<file path="config.mk">
export PLATFORM = sky130hd
export DESIGN_NAME = instr_mem_loader_flat
export DESIGN_NICKNAME = d
export VERILOG_FILES = /design/src/rtl/instr_mem_loader_if.sv /design/src/rtl/instr_mem_loader.sv /design/src/flat_wrapper.sv
export SDC_FILE = /design/constraint.sdc
export NUM_CORES = 1
export LEC_CHECK = 0
export ABC_CLOCK_PERIOD_IN_PS = 2670
export BUFFER_PORTS_ARGS = -buffer_cell sky130_fd_sc_hd__buf_2
export CORE_MARGIN = 3
export CORE_UTILIZATION = 53
export CTS_CLUSTER_DIAMETER = 60
export DETAILED_ROUTE_END_ITERATION = 8
export GPL_TIMING_DRIVEN = 0
export HOLD_SLACK_MARGIN = 0.15
export PLACE_DENSITY = 0.87
export SETUP_SLACK_MARGIN = 0.4
export SKIP_CTS_REPAIR_TIMING = 1
export SLEW_MARGIN = 20
export SYNTH_ARGS = -nofsm -noshare
export SYNTH_HDL_FRONTEND = slang
export SYNTH_SLANG_ARGS = --single-unit
</file>
<file path="constraint.sdc">
create_clock -name CLK -period 2.67 [get_ports CLK]
set_input_delay 0.534 -clock CLK [delete_from_list [all_inputs] [get_ports CLK]]
set_output_delay 0.534 -clock CLK [all_outputs]
set_load 0.01 [all_outputs]
</file>
<file path="src/rtl/instr_mem_loader_if.sv">
// Bundle of the loader's control, program-stream and bank-write signals.
// slave  : seen from the loader (consumes requests/stream, drives bank writes).
// master : seen from the program source (drives requests/stream, observes writes).
interface instr_mem_loader_if #(
  parameter int IW = 9,
  parameter int AW = 8
);
  // load control
  logic          load_req;
  logic [1:0]    bank_sel;
  logic [AW:0]   prog_len;
  logic          abort;
  // program word stream
  logic          in_valid;
  logic [IW-1:0] in_data;
  logic          in_ready;
  // bank write port
  logic          mem_we;
  logic [1:0]    mem_bank;
  logic [AW-1:0] mem_addr;
  logic [IW-1:0] mem_wdata;
  // status
  logic          busy;
  logic          done;
  logic          err;
  logic          start;

  modport slave (
    input  load_req, bank_sel, prog_len, abort, in_valid, in_data,
    output in_ready, mem_we, mem_bank, mem_addr, mem_wdata,
    output busy, done, err, start
  );

  modport master (
    output load_req, bank_sel, prog_len, abort, in_valid, in_data,
    input  in_ready, mem_we, mem_bank, mem_addr, mem_wdata,
    input  busy, done, err, start
  );
endinterface

</file>
<file path="src/rtl/instr_mem_loader.sv">
// Streams a program of IW-bit words into consecutive addresses of one bank, then pulses done/start.
// Latency: each accepted word is written one cycle later; done/start two cycles after the last write issues.
// Backpressure: in_ready is high only in LOAD (and not during abort); words are never dropped or duplicated.
module instr_mem_loader #(
  parameter int          IW       = 9,
  parameter int          AW       = 8,
  parameter int unsigned NUM_PROG = 3
) (
  input logic              CLK,
  input logic              Reset,
  instr_mem_loader_if.slave bus
);

  typedef enum logic [1:0] {
    S_IDLE   = 2'd0,
    S_LOAD   = 2'd1,
    S_FLUSH  = 2'd2,
    S_FINISH = 2'd3
  } state_t;

  // Largest legal program: a full bank (2**AW words).
  localparam logic [AW:0] LEN_MAX = {1'b1, {AW{1'b0}}};
  localparam logic [AW:0] ONE     = {{AW{1'b0}}, 1'b1};

  state_t        state;
  state_t        state_nxt;

  // Latched load parameters; count is one bit wider than the address so a
  // full-bank load ends at the top address without wrapping.
  logic [1:0]    bank_q;
  logic [AW:0]   len_q;
  logic [AW:0]   count;

  // Registered bank-write port and error pulse.
  logic          we_q;
  logic [1:0]    wbank_q;
  logic [AW-1:0] waddr_q;
  logic [IW-1:0] wdata_q;
  logic          err_q;

  // Decoded per-cycle conditions.
  logic          req_bad;
  logic          req_ok;
  logic          rdy;
  logic          accept;
  logic          last_word;
  logic          busy_c;
  logic          finish_c;

  // Request validation and stream handshake decode.
  always_comb begin
    req_bad   = 1'b0;
    req_ok    = 1'b0;
    accept    = 1'b0;
    last_word = 1'b0;
    if (bus.load_req) begin
      req_bad = (bus.prog_len == '0) ||
                (bus.prog_len > LEN_MAX) ||
                (32'(bus.bank_sel) >= NUM_PROG);
      req_ok  = !req_bad;
    end
    accept    = rdy && bus.in_valid;
    last_word = (count == (len_q - ONE));
  end

  // State register.
  always_ff @(posedge CLK or posedge Reset) begin
    if (Reset) begin
      state <= S_IDLE;
    end else begin
      state <= state_nxt;
    end
  end

  // Next-state logic; abort only matters once a load is under way.
  always_comb begin
    state_nxt = state;
    case (state)
      S_IDLE: begin
        if (req_ok) begin
          state_nxt = S_LOAD;
        end
      end
      S_LOAD: begin
        if (bus.abort) begin
          state_nxt = S_IDLE;
        end else if (accept && last_word) begin
          state_nxt = S_FLUSH;
        end
      end
      S_FLUSH: begin
        if (bus.abort) begin
          state_nxt = S_IDLE;
        end else begin
          state_nxt = S_FINISH;
        end
      end
      S_FINISH: begin
        state_nxt = S_IDLE;
      end
      default: begin
        state_nxt = S_IDLE;
      end
    endcase
  end

  // Moore outputs; in_ready is gated by abort so no word slips in while cancelling.
  always_comb begin
    rdy      = 1'b0;
    busy_c   = 1'b0;
    finish_c = 1'b0;
    case (state)
      S_LOAD: begin
        rdy    = !bus.abort;
        busy_c = 1'b1;
      end
      S_FLUSH: begin
        busy_c = 1'b1;
      end
      S_FINISH: begin
        finish_c = 1'b1;
      end
      default: begin
        rdy = 1'b0;
      end
    endcase
  end

  // Load parameters and word count; the count restarts on every accepted request.
  always_ff @(posedge CLK or posedge Reset) begin
    if (Reset) begin
      bank_q <= '0;
      len_q  <= '0;
      count  <= '0;
    end else begin
      if (state == S_IDLE && req_ok) begin
        bank_q <= bus.bank_sel;
        len_q  <= bus.prog_len;
        count  <= '0;
      end else if (accept) begin
        count <= count + ONE;
      end
    end
  end

  // Bank write port: one registered write per accepted word; address/data hold between writes.
  always_ff @(posedge CLK or posedge Reset) begin
    if (Reset) begin
      we_q    <= 1'b0;
      wbank_q <= '0;
      waddr_q <= '0;
      wdata_q <= '0;
    end else begin
      we_q <= accept;
      if (accept) begin
        wbank_q <= bank_q;
        waddr_q <= count[AW-1:0];
        wdata_q <= bus.in_data;
      end
    end
  end

  // Rejected requests raise a one-cycle error pulse; requests outside IDLE are ignored.
  always_ff @(posedge CLK or posedge Reset) begin
    if (Reset) begin
      err_q <= 1'b0;
    end else begin
      err_q <= (state == S_IDLE) && req_bad;
    end
  end

  assign bus.in_ready  = rdy;
  assign bus.mem_we    = we_q;
  assign bus.mem_bank  = wbank_q;
  assign bus.mem_addr  = waddr_q;
  assign bus.mem_wdata = wdata_q;
  assign bus.busy      = busy_c;
  assign bus.done      = finish_c;
  assign bus.start     = finish_c;
  assign bus.err       = err_q;

endmodule

</file>
<file path="src/flat_wrapper.sv">
// flat-port wrapper written by rule: the top's interface ports become plain ports
module instr_mem_loader_flat 
#(
  parameter int          IW       = 9,
  parameter int          AW       = 8,
  parameter int unsigned NUM_PROG = 3
)
  (CLK, Reset, bus_load_req, bus_bank_sel, bus_prog_len, bus_abort, bus_in_valid, bus_in_data, bus_in_ready, bus_mem_we, bus_mem_bank, bus_mem_addr, bus_mem_wdata, bus_busy, bus_done, bus_err, bus_start);
  instr_mem_loader_if #(.IW(IW), .AW(AW)) bus_i ();
  input logic CLK;
  input logic Reset;
  input wire logic [$bits(bus_i.load_req)-1:0] bus_load_req;
  input wire logic [$bits(bus_i.bank_sel)-1:0] bus_bank_sel;
  input wire logic [$bits(bus_i.prog_len)-1:0] bus_prog_len;
  input wire logic [$bits(bus_i.abort)-1:0] bus_abort;
  input wire logic [$bits(bus_i.in_valid)-1:0] bus_in_valid;
  input wire logic [$bits(bus_i.in_data)-1:0] bus_in_data;
  output wire logic [$bits(bus_i.in_ready)-1:0] bus_in_ready;
  output wire logic [$bits(bus_i.mem_we)-1:0] bus_mem_we;
  output wire logic [$bits(bus_i.mem_bank)-1:0] bus_mem_bank;
  output wire logic [$bits(bus_i.mem_addr)-1:0] bus_mem_addr;
  output wire logic [$bits(bus_i.mem_wdata)-1:0] bus_mem_wdata;
  output wire logic [$bits(bus_i.busy)-1:0] bus_busy;
  output wire logic [$bits(bus_i.done)-1:0] bus_done;
  output wire logic [$bits(bus_i.err)-1:0] bus_err;
  output wire logic [$bits(bus_i.start)-1:0] bus_start;
  assign bus_i.load_req = bus_load_req;
  assign bus_i.bank_sel = bus_bank_sel;
  assign bus_i.prog_len = bus_prog_len;
  assign bus_i.abort = bus_abort;
  assign bus_i.in_valid = bus_in_valid;
  assign bus_i.in_data = bus_in_data;
  assign bus_in_ready = bus_i.in_ready;
  assign bus_mem_we = bus_i.mem_we;
  assign bus_mem_bank = bus_i.mem_bank;
  assign bus_mem_addr = bus_i.mem_addr;
  assign bus_mem_wdata = bus_i.mem_wdata;
  assign bus_busy = bus_i.busy;
  assign bus_done = bus_i.done;
  assign bus_err = bus_i.err;
  assign bus_start = bus_i.start;
  instr_mem_loader #(.IW(IW), .AW(AW), .NUM_PROG(NUM_PROG)) u_core (.CLK(CLK), .Reset(Reset), .bus(bus_i));
endmodule
</file>
==> results.md <==
* Number of synthesized flops with an enable pin at 0
* Crit path launch type: flop
* Pleak at between 0.001 and 0.0015 uW
* Synth unique cells at 38
* Final Max Slew Viols at 0
* Clock Root Buffer: clkbuf_8
* Worst EP required at between 2 and 3 ns
* Syn_area_per_cell at ~9.4 sq um
* Worst r2r src: u_core.len_q[2]
* GR Util met1 at 25.28%
* Rows at 22
* Worst Setup Slack, final at 0.5069 ns
* GRT overflow at 0
* Grt met3 use at ~3.3%
* Max IR drop VDD at between 0.5 and 0.6 mV
* Fmax at around 0.46 GHz
* Worst slew pin tran at roughly 0.56 ns
* TritonCTS clock tree: built
* Commonest non-fill, non-tap cell in the layout: nand2_1
* Kind of critical path: flop to flop
* Max clock buf depth at 2
* Commonest non-fill, non-tap cells in the layout: 67 x nand2_1, 50 x buf_2, 42 x dfrtp_1
* Core area at around 3800 sq um
* Yosys reg bits at 43
* Wire length of the first global-routing pass at slightly below 8000 um
* Crit path capture type: flop
* Detailed Place HPWL at ~3400 um
* Finish-stage setup viols at 0
* Post-route clock skew at between 0.004 and 0.005 ns
* Via/cell ratio at between 5 and 6
* Worst Hold Class: primary input to asynchronous set/reset pin
* Synth top area share at approximately 50%
* Worst Setup SP: u_core.len_q[2]
* MaxCap Viol Count at 0
* Clk slew on worst S/H paths at around 0.080 ns
* Die ar. at roughly 4900 sq um
* RSZ-0062 raised after global routing: true
* Total Neg Setup Slack at 0 ns
* Critical-path maximum fanout at 8
* Syn Nets at between 200 and 300
* Post-layout min period at approximately 2.2 ns
* DIE HEIGHT at 69.69 um
* Sequential area share after synthesis at between 50% and 60%
* # IOs at 50
* PwrDens at 963.7 nW/um^2
* Critical Path AT at between 2 and 2.5 ns
* Status: finished clean
* Top cells by area, synth: dfrtp_1 50%, nand2_1 12%, ha_1 3.5%
* Vias in the first global route at ~1.8k
* Mapped Cells at roughly 230
* Via Count at 1796
* Final ANT Viol Nets at 0
* Die width at 69.69 um
* Port buffer count at between 40 and 50
* Sink Count at 43
* Initial detailed-routing violation count at roughly 140
* Share of post-route cells with drive strength above 1 at 27.27%
* CTS buffer count at 5
* Synth Flop Type: dfrtp_1
* Nets at roughly 320
* Setup slack at placement at 0.1293 ns
* Hold Slack at between 0.1 and 0.15 ns
* DRC at 0
* Post-route core utilization at between 60 and 70%
* Syn Std Cell Area at ~2100 sq um
* Ant. Diodes at 0
* GRT Total Usage at between 10% and 20%
* Initial Util at a little under three fifths
* Cell taking the most area after synthesis: dfrtp_1
* Crit share post-route at around 80%
* Pre-Repair DR Iteration Count at 5
* Pin count of the biggest net entering global routing at 36
* WL/cell at 13.81 um
* Final Wtd Congestion at 0.7730
* Async set-or-reset flop fraction in the synthesized netlist at 100.0%
* Global route hottest layer: met2
* Endpoints failing hold at 0
* Initial antenna violation count at 0
* H-Tree Depth at 2
* Normalized max-slew margin at between 60% and 70%
* Later-pin clock latency in the skew report at 0.29 ns
* WL final at around 4600 um
* Layout area overhead at 20.31%
* Yosys warns at 0
* GR Util met2 at between 30% and 40%
critical path, cell delays in order, from the launching register on:
cell,delay [ns]
dfrtp_2,0.46
or3_1,0.40
or4_1,0.52
nand3_1,0.09
o2111ai_1,0.14
a22o_1,0.23
a22o_1,0.22
kinds of logic (layout without fill, tap and decap cells):
group / Yosys count / after routing / share of synthesized area, %
flip-flops: 43 / 43 / 50.06
buffers and inverters: 19 / 77 / 3.900
AO/OA/AOI/OAI: 17 / 17 / 5.589
adder cells (fa/ha/maj): 6 / 6 / 3.492
multiplexers: 9 / 9 / 4.714
XOR/XNOR: 16 / 16 / 6.519
AND/OR/NAND/NOR: 118 / 118 / 25.73
final cells by class:
type | instances | area (sq um)
clock inverters | 1 | 7.507
flip-flops and latches | 43 | 1077
repair buffers | 52 | 280.3
multi-input cells | 166 | 1006
clock buffers | 5 | 68.82
well taps | 48 | 60.06
fillers | 298 | 1185
plain buffers | 12 | 60.06
inverters | 7 | 26.28
registers in the layout, indices dropped and copies added (netlist names):
| signal | cells |
|---|---|
| u_core.bank_q | 2 |
| u_core.bus.err | 1 |
| u_core.count | 9 |
| u_core.state | 2 |
| u_core.bus.mem_bank | 2 |
| u_core.bus.mem_addr | 8 |
| u_core.bus.mem_we | 1 |
| u_core.bus.mem_wdata | 9 |
| u_core.len_q | 9 |
synthesized netlist by cell type, types with 2 or more instances:
library cell  instances
dfrtp_1              43
nand4_1              10
o21ai_0               4
nor2b_1               5
o2111ai_1             2
nor3_1                3
nand2_1              67
or3_1                 3
clkbuf_1              7
a31oi_1               3
a22o_1                2
inv_1                 7
and3b_1               2
xor2_1                8
nand3_1               2
and3_1                3
xnor2_1               8
or4_1                 3
a21oi_1               2
buf_4                 3
mux2_2                6
mux2_1                3
nor2_1               12
ha_1                  6
power breakdown:
part	switching, uW	total, uW	internal, uW	leakage (uW)
Combinational	554	1040	482	0.000760
Clock	207	381	174	0.0000361
Sequential	197	1070	877	0.000554
routing by layer:
layer,wire [um],vias to the layer above
met5,0,-
met4,76,0
met3,228,8
met2,2280,56
met1,2026,854
li1,-,878
worst paths after layout:
| path | endpoint | slack (ns) | cells past startpoint |
|---|---|---|---|
| min reg2reg | u_core.bus.mem_bank[1] | 0.47 | 2 |
| min in group CLK | u_core.bus.mem_wdata[3] | 0.43 | 3 |
| max reg2reg | u_core.state[1] | 0.51 | 6 |
| max in group asynchronous | u_core.len_q[2] | 2.08 | 3 |
| max | u_core.state[1] | 0.51 | 6 |
| min | u_core.bus.mem_bank[0] | 0.14 | 2 |
stage by stage:
stage	instances	power, uW	cell area [sq um]
after floorplan	228	1734	2150
after global placement	325	2000	2455
after detailed placement	326	2065	2475
after CTS	332	2454	2551
after global routing	334	2686	2586
final	334	2492	2586
No activity file was read; power rests on OpenSTA's default activity.
